[src/rtl/fetch_pc_unit_pkg.sv]
// Shared definitions for the MIPS fetch stage: fetch state encoding, defaults,
// PC step and the presented-instruction payload.
package fetch_pc_unit_pkg;

  localparam int unsigned XLEN = 32;

  localparam logic [XLEN-1:0] PC_STEP           = XLEN'(4);
  localparam logic [XLEN-1:0] RESET_PC_DEFAULT  = 32'h0000_0000;
  localparam logic [XLEN-1:0] NOP_INSTR_DEFAULT = 32'h0000_0000;

  typedef enum logic [1:0] {
    FETCH_IDLE  = 2'd0,
    FETCH_REQ   = 2'd1,
    FETCH_HOLD  = 2'd2,
    FETCH_DRAIN = 2'd3
  } fetch_state_e;

  typedef struct packed {
    logic [XLEN-1:0] pc;
    logic [XLEN-1:0] instr;
  } fetch_pkt_t;

  function automatic logic [XLEN-1:0] word_align(input logic [XLEN-1:0] addr);
    return addr & ~XLEN'(3);
  endfunction

endpackage

[src/rtl/fetch_pc_reg.sv]
// Program counter register: async active-high reset to RESET_PC, load enable.
module fetch_pc_reg
  import fetch_pc_unit_pkg::*;
#(
  parameter logic [XLEN-1:0] RESET_PC = RESET_PC_DEFAULT
) (
  input  logic            clk,
  input  logic            reset,
  input  logic            load,
  input  logic [XLEN-1:0] d,
  output logic [XLEN-1:0] q
);

  always_ff @(posedge clk or posedge reset) begin
    if (reset) begin
      q <= RESET_PC;
    end else if (load) begin
      q <= d;
    end
  end

endmodule

[src/rtl/fetch_pc_unit.sv]
// PC and instruction-fetch stage: issues req/ack fetches, presents {pc, instr}
// to IF/ID, honours stalls and squashes fetches made stale by redirects.
module fetch_pc_unit
  import fetch_pc_unit_pkg::*;
#(
  parameter logic [XLEN-1:0] RESET_PC  = RESET_PC_DEFAULT,
  parameter logic [XLEN-1:0] NOP_INSTR = NOP_INSTR_DEFAULT
) (
  input  logic            clk,
  input  logic            reset,
  input  logic            stall,
  input  logic            redirect_valid,
  input  logic [XLEN-1:0] redirect_pc,
  output logic            imem_req,
  output logic [XLEN-1:0] imem_addr,
  input  logic            imem_ack,
  input  logic [XLEN-1:0] imem_rdata,
  output logic            if_valid,
  output logic [XLEN-1:0] if_pc,
  output logic [XLEN-1:0] if_pc_plus4,
  output logic [XLEN-1:0] if_instr
);

  fetch_state_e    state, state_next;
  logic            pc_load;
  logic [XLEN-1:0] pc, pc_next, pc_plus4, target;
  logic [XLEN-1:0] addr_next, plus4_next;
  logic            req_next, valid_next;
  fetch_pkt_t      pkt, pkt_next;

  fetch_pc_reg #(
    .RESET_PC (RESET_PC)
  ) u_pc_reg (
    .clk   (clk),
    .reset (reset),
    .load  (pc_load),
    .d     (pc_next),
    .q     (pc)
  );

  assign target   = word_align(redirect_pc);
  assign pc_plus4 = pc + PC_STEP;

  always_ff @(posedge clk or posedge reset) begin
    if (reset) begin
      state <= FETCH_IDLE;
    end else begin
      state <= state_next;
    end
  end

  // Next state, PC update, request address and output latch. A request never
  // changes address before its ack, so a redirect without ack parks in DRAIN.
  always_comb begin
    state_next = state;
    pc_load    = 1'b0;
    pc_next    = pc;
    addr_next  = imem_addr;
    valid_next = if_valid;
    pkt_next   = pkt;
    plus4_next = if_pc_plus4;
    case (state)
      FETCH_IDLE: begin
        state_next = FETCH_REQ;
        addr_next  = pc;
      end
      FETCH_REQ: begin
        if (redirect_valid) begin
          pc_load = 1'b1;
          pc_next = target;
          if (imem_ack) begin
            addr_next = target;
          end else begin
            state_next = FETCH_DRAIN;
          end
        end else if (imem_ack) begin
          state_next     = FETCH_HOLD;
          valid_next     = 1'b1;
          pkt_next.pc    = pc;
          pkt_next.instr = imem_rdata;
          plus4_next     = pc_plus4;
        end
      end
      FETCH_DRAIN: begin
        if (redirect_valid) begin
          pc_load = 1'b1;
          pc_next = target;
        end
        // The stale request has completed; a same-cycle redirect is the newest target.
        if (imem_ack) begin
          state_next = FETCH_REQ;
          addr_next  = redirect_valid ? target : pc;
        end
      end
      FETCH_HOLD: begin
        if (redirect_valid) begin
          pc_load        = 1'b1;
          pc_next        = target;
          addr_next      = target;
          valid_next     = 1'b0;
          pkt_next.instr = NOP_INSTR;
          state_next     = FETCH_REQ;
        end else if (!stall) begin
          pc_load        = 1'b1;
          pc_next        = pc_plus4;
          addr_next      = pc_plus4;
          valid_next     = 1'b0;
          pkt_next.instr = NOP_INSTR;
          state_next     = FETCH_REQ;
        end
      end
      default: begin
        state_next = FETCH_IDLE;
      end
    endcase
    req_next = (state_next == FETCH_REQ) || (state_next == FETCH_DRAIN);
  end

  always_ff @(posedge clk or posedge reset) begin
    if (reset) begin
      imem_req     <= 1'b0;
      imem_addr    <= RESET_PC;
      if_valid     <= 1'b0;
      pkt.pc       <= RESET_PC;
      pkt.instr    <= NOP_INSTR;
      if_pc_plus4  <= RESET_PC + PC_STEP;
    end else begin
      imem_req     <= req_next;
      imem_addr    <= addr_next;
      if_valid     <= valid_next;
      pkt          <= pkt_next;
      if_pc_plus4  <= plus4_next;
    end
  end

  assign if_pc    = pkt.pc;
  assign if_instr = pkt.instr;

endmodule

[config.mk]
export PLATFORM = sky130hd
export DESIGN_NAME = fetch_pc_unit
export DESIGN_NICKNAME = d
export VERILOG_FILES = /design/src/rtl/fetch_pc_unit_pkg.sv /design/src/rtl/fetch_pc_reg.sv /design/src/rtl/fetch_pc_unit.sv
export SDC_FILE = /design/constraint.sdc
export NUM_CORES = 1
export LEC_CHECK = 0
export ABC_AREA = 0
export CAP_MARGIN = 20
export CORE_UTILIZATION = 40
export CTS_CLUSTER_DIAMETER = 100
export DETAILED_ROUTE_END_ITERATION = 16
export MAX_ROUTING_LAYER = met4
export PLACE_DENSITY = 0.67
export SETUP_SLACK_MARGIN = 0.15
export SYNTH_ARGS = -nofsm -noshare
export SYNTH_HDL_FRONTEND = slang
export SYNTH_SLANG_ARGS = --single-unit
[constraint.sdc]
create_clock -name clk -period 6.5 [get_ports clk]
set_input_delay 0.975 -clock clk [delete_from_list [all_inputs] [get_ports clk]]
set_output_delay 0.975 -clock clk [all_outputs]
set_load 0.01 [all_outputs]
# Word level (Yosys, flattened, before mapping)
# Index checks and enable logic that the tools add are counted.
# classes
add_sub_neg	1
n_mul	0
div_mod_pow	0
order_cmp	0
n_eq_ne	10
n_shift	0
muxes	29
bitwise	1
reduce_logical	9
# op_table
cell	n
32-bit two-way mux	10
32-bit one-hot mux with 2 select lines	2
32-bit one-hot mux with 4 select lines	1
32-bit by 3-bit adder with 32-bit output, second input constant	1
2-bit two-way mux	6
2-bit != test, second input constant	4
2-bit one-hot mux with 4 select lines	1
4-bit AND reduction	2
1-bit two-way mux	7
2-bit == test, second input constant	3
3-bit AND reduction	2
2-bit by 1-bit == test with 1-bit output, second input constant	2
1-bit one-hot mux with 2 select lines	2
2-bit nonzero test	2
3-bit != test, second input constant	1
2-bit logical NOT	1
2-bit OR reduction	1
1-bit logical OR	1
1-bit inverter	1
# totals
ff_bits	164
latchBits	0
ram_bits	0
romBits	0
elab_cells	58
memories	0

# Depth between registers and ports, before layout
# logic_depth
depth_word	5
mapped_depth	8
depth_no_buf	6

# Cells and area by module
# From an unflattened synthesis, not the netlist that was laid out.
# hier_totals
cells_unflattened	1016
hier_area_um2	9038.7
# modules_own_cells
module	instances	cells_per_inst	area_per_inst_um2	seq_area_each_um2
fetch_pc_unit	1	947	7689.9	3229.3
fetch_pc_reg	1	69	1348.8	800.8

# Worst setup path after synthesis
# OpenSTA, ideal clock, no wires.
# synth_path
path_kind	input to register
startpoint	in redirect_valid
endpoint	reg imem_addr[26]
setup_ps	87
arrival_time_ps	2472
setup_slack_ps	3941
stages	7
n_path_buf	3
cell_sequence	clkbuf_1 -> or3b_2 -> o211ai_1 -> buf_2 -> buf_1 -> a21oi_1 -> a22oi_1
# synth_between
elab_chain_cells	3
elab_cells_between_ends	7
classes_between	2 x eq/ne; 4 x mux; 1 x reduce/logical
# synth_lines
item	line	source
start, declared	fetch_pc_unit.sv:12	input logic redirect_valid,
32-bit two-way mux	--	
32-bit two-way mux	fetch_pc_unit.sv:90	if (imem_ack) begin
32-bit one-hot mux with 4 select lines	fetch_pc_unit.sv:62	case (state)
end signal, assigned	fetch_pc_unit.sv:129	imem_addr <= addr_next;
end, declared	fetch_pc_unit.sv:15	output logic [XLEN-1:0] imem_addr,
# Several ways; a longest one is shown, not always the timed one. The select of a mux whose other input is x is not followed.
# A chain may end at the register's enable or synchronous reset.

# Worst setup path in the final report
# layout_path
startpoint	in redirect_valid
endpoint	reg imem_addr[24]
# The elaborated chain is that of the path after synthesis.

==> results.json <==
{
  "swShare_pct": 34.7,
  "post-place-ws_ns": 2.95,
  "port_buffers": 196,
  "path_max_fanout": 42,
  "setup-tns-final_ns": 0,
  "grtUsageTotal_pct": 26.3,
  "dp_hpwl_mm": 18.6,
  "wire_per_inst_um": 19.5,
  "dieArea_um2": 21900,
  "cts.sink_count": 162,
  "cts_resized": 0,
  "cts_max_level": 4,
  "post_cts_buffers": 0,
  "multi_input_area_um2": 4060,
  "drive_gt1_share_pct": 6.23,
  "synth_seq_cells": 162,
  "hold_path.class": "reg2reg",
  "gr-total-overflow": 0,
  "remaining_drc_errors": 0,
  "area_growth_pct": 30.3,
  "netlist_area_um2": 8540,
  "avgSynthCellArea_um2": 8.60,
  "final_nets": 1197,
  "critical_path_buf_inv_count": 3,
  "first_pass_iters": 6,
  "grt_pass1_vias": 7666,
  "power.density_nw_per_um2": 331,
  "slowest_delay_ns": 0.63,
  "cp_data_arrival_time_ns": 3.53,
  "ir_worst_vdd_uv": 174,
  "final_cell_mix": "nand2_1 (238), clkdlybuf4s50_1 (195), dfrtp_1 (161)",
  "max_slew.worst_pin.slew_ns": 1.10,
  "rsz0062_at_grt": "false",
  "required_ns": 6.83,
  "ios": 199,
  "post-route-period-util_pct": 49.2,
  "setup_slack_ns": 3.30,
  "skew_ns": 0.0100,
  "ant_nets": 0,
  "cellLeakagePower_uw": 0.00477,
  "syn_nets": 1063,
  "worst_setup_path_start_kind": "input pin",
  "ys.flop_type": "dfrtp_1",
  "async_reset_ff_share_pct": 100,
  "start_util_pct": 40.8,
  "switchingPower_uw": 1280,
  "timing.fmax_mhz": 312,
  "grt_max_degree": 71,
  "fill_cells": 1981,
  "ys_types": 72,
  "cts-buffers-inserted": 17,
  "fin_crit_ns": 3.20,
  "crit_top_cell": "buf_4",
  "die_width_um": 148,
  "routabilityCongestion": 0.889,
  "initialDrtViolationCount": 758,
  "layout_commonest_cell": "nand2_1",
  "postSynthCellCount": 993,
  "die_h_um": 148,
  "num_vias": 8114,
  "clkPwrFrac_pct": 25.8,
  "n_antenna_cell": 0,
  "coreArea_um2": 21000,
  "cpLargestDelayFamily": "buffers and inverters",
  "crit_type": "in2reg",
  "antenna_found_initial": 0,
  "holdBufCountCts": 0,
  "endpoint_kind": "flip-flop",
  "grt_pass1_wl_mm": 43.1,
  "setup-violations-final": 0,
  "hold_viol_final": 0,
  "drv_slew": 0,
  "slew_headroom_pct": 26.6,
  "cts_root_buf": "clkbuf_16",
  "tritoncts": "built",
  "crit_chain": "buf_2, buf_4, nand2b_1, nor2_2, buf_4, and3_1, o41ai_1",
  "fp-row-count": 53,
  "combPwrFrac_pct": 33.2,
  "clk_latency_ns": 0.44,
  "drt_wl_total_mm": 27.5,
  "yosysWarnings": 0,
  "path_clk_slew_ns": 0.07,
  "status": "complete, no violations",
  "cpMaxStageDelayCell": "nand2b_1",
  "cap_viol_max_count": 0,
  "p_int_uw": 2410,
  "synth-edff-count": 0,
  "regArea_um2": 4060,
  "yosysSeqAreaShare_pct": 47.5,
  "cts_buffer_depth": 2,
  "power_frac_seq_pct": 40.9,
  "avgViaCountPerCell": 5.73
}
==> cells by family (layout without fill, tap and decap cells) <==
kind of cell    count (synthesis)  count (layout)  synth area share (%)
fa+ha+maj                       1               1                 0.146
xor+xnor                       29              29                  2.97
buf+inv                       112             259                  5.43
flops                         162             162                  47.5
compound gates                244             244                  18.9
mux                            12              12                  1.44
simple gates                  433             433                  23.7
==> power groups by stage <==
stage          combinational (µW)  sequential (µW)  clock (µW)
2_1_floorplan                 533             1530           0
5_1_grt                      1330             1540        1000
6_report                     1230             1510         951
3_5_place_dp                 1230             1520           0
3_3_place_gp                 1210             1520           0
4_1_cts                      1230             1510         961
==> registers in the layout, indices dropped and copies added, names as in the netlist <==
register and flops:
if_pc 30, imem_addr 32, u_pc_reg.q 32, if_instr 32
if_valid 1, imem_req 1, if_pc_plus4 32, state 2
==> per-layer routing <==
layer | global-route usage (%) | vias up | wire, µm
met5 | - | - | 0
met3 | 4.79 | 63 | 2350
met4 | 11.4 | 0 | 920
met2 | 39.8 | 391 | 12800
met1 | 34.5 | 3887 | 11500
li1 | - | 3773 | -
==> through the flow <==
step	area, µm²	hold slack, ns	total power [µW]	cells	utilization, %
2_1_floorplan	8540	0.452	2060	993	-
3_3_place_gp	10600	0.460	2730	1383	50.5
3_5_place_dp	10600	0.460	2750	1383	50.5
4_1_cts	11100	0.476	3700	1415	53.1
5_1_grt	11100	0.504	3880	1415	53.1
6_report	11100	0.469	3690	1415	53.1
==> path summary, 6_finish.rpt <==
| path | start | endpoint | slack, ns | cells after the start |
|---|---|---|---|---|
| max reg2reg | state[0] | if_instr[14] | 3.32 | 7 |
| min reg2reg | imem_addr[1] | imem_addr[1] | 0.47 | 2 |
| min in group asynchronous | reset | if_pc_plus4[24] | 1.00 | 2 |
| max in group asynchronous | reset | imem_addr[8] | 4.39 | 3 |
| max | redirect_valid | imem_addr[24] | 3.30 | 7 |
| min | imem_addr[1] | imem_addr[1] | 0.47 | 2 |
==> worst min-delay path, cell delays in order (launching register included) <==
cell and delay, ns:
dfrtp_1 0.34, nand2_1 0.05, nand2_1 0.05
==> cells in the mapped netlist (5+ instances only) <==
cell type | n | area [µm²]
o31ai_1 | 9 | 67.6
xor2_1 | 9 | 78.8
xnor2_1 | 20 | 175
o22a_1 | 13 | 114
a31oi_1 | 11 | 68.8
nand3_1 | 54 | 270
and3_1 | 12 | 75.1
a22oi_1 | 6 | 45.0
buf_1 | 12 | 45.0
clkbuf_1 | 66 | 248
o22ai_1 | 17 | 106
a221oi_1 | 5 | 43.8
inv_1 | 14 | 52.6
a21o_1 | 5 | 37.5
a21oi_1 | 47 | 235
o21ai_1 | 9 | 45.0
and2_1 | 7 | 43.8
nor2_1 | 48 | 180
nand4_1 | 16 | 100
nand2b_1 | 5 | 31.3
and4_1 | 10 | 87.6
o221ai_1 | 7 | 61.3
dfrtp_1 | 161 | 4030
nand2_1 | 238 | 893
a32oi_1 | 7 | 61.3
mux2i_1 | 10 | 100
buf_4 | 6 | 45.0
o21a_1 | 9 | 67.6
nor3_1 | 14 | 70.1
a211oi_1 | 5 | 37.5
o21ai_0 | 55 | 275
buf_2 | 11 | 55.1
==> cell type report <==
class | count | share of cell area, %
clock buffers | 18 | 3.94
clock inverters | 14 | 0.933
inverters | 16 | 0.584
multi-input cells | 719 | 36.4
flip-flops and latches | 162 | 36.4
well taps | 275 | 3.09
repair buffers | 211 | 18.6
(Power assumes the default switching activity.)
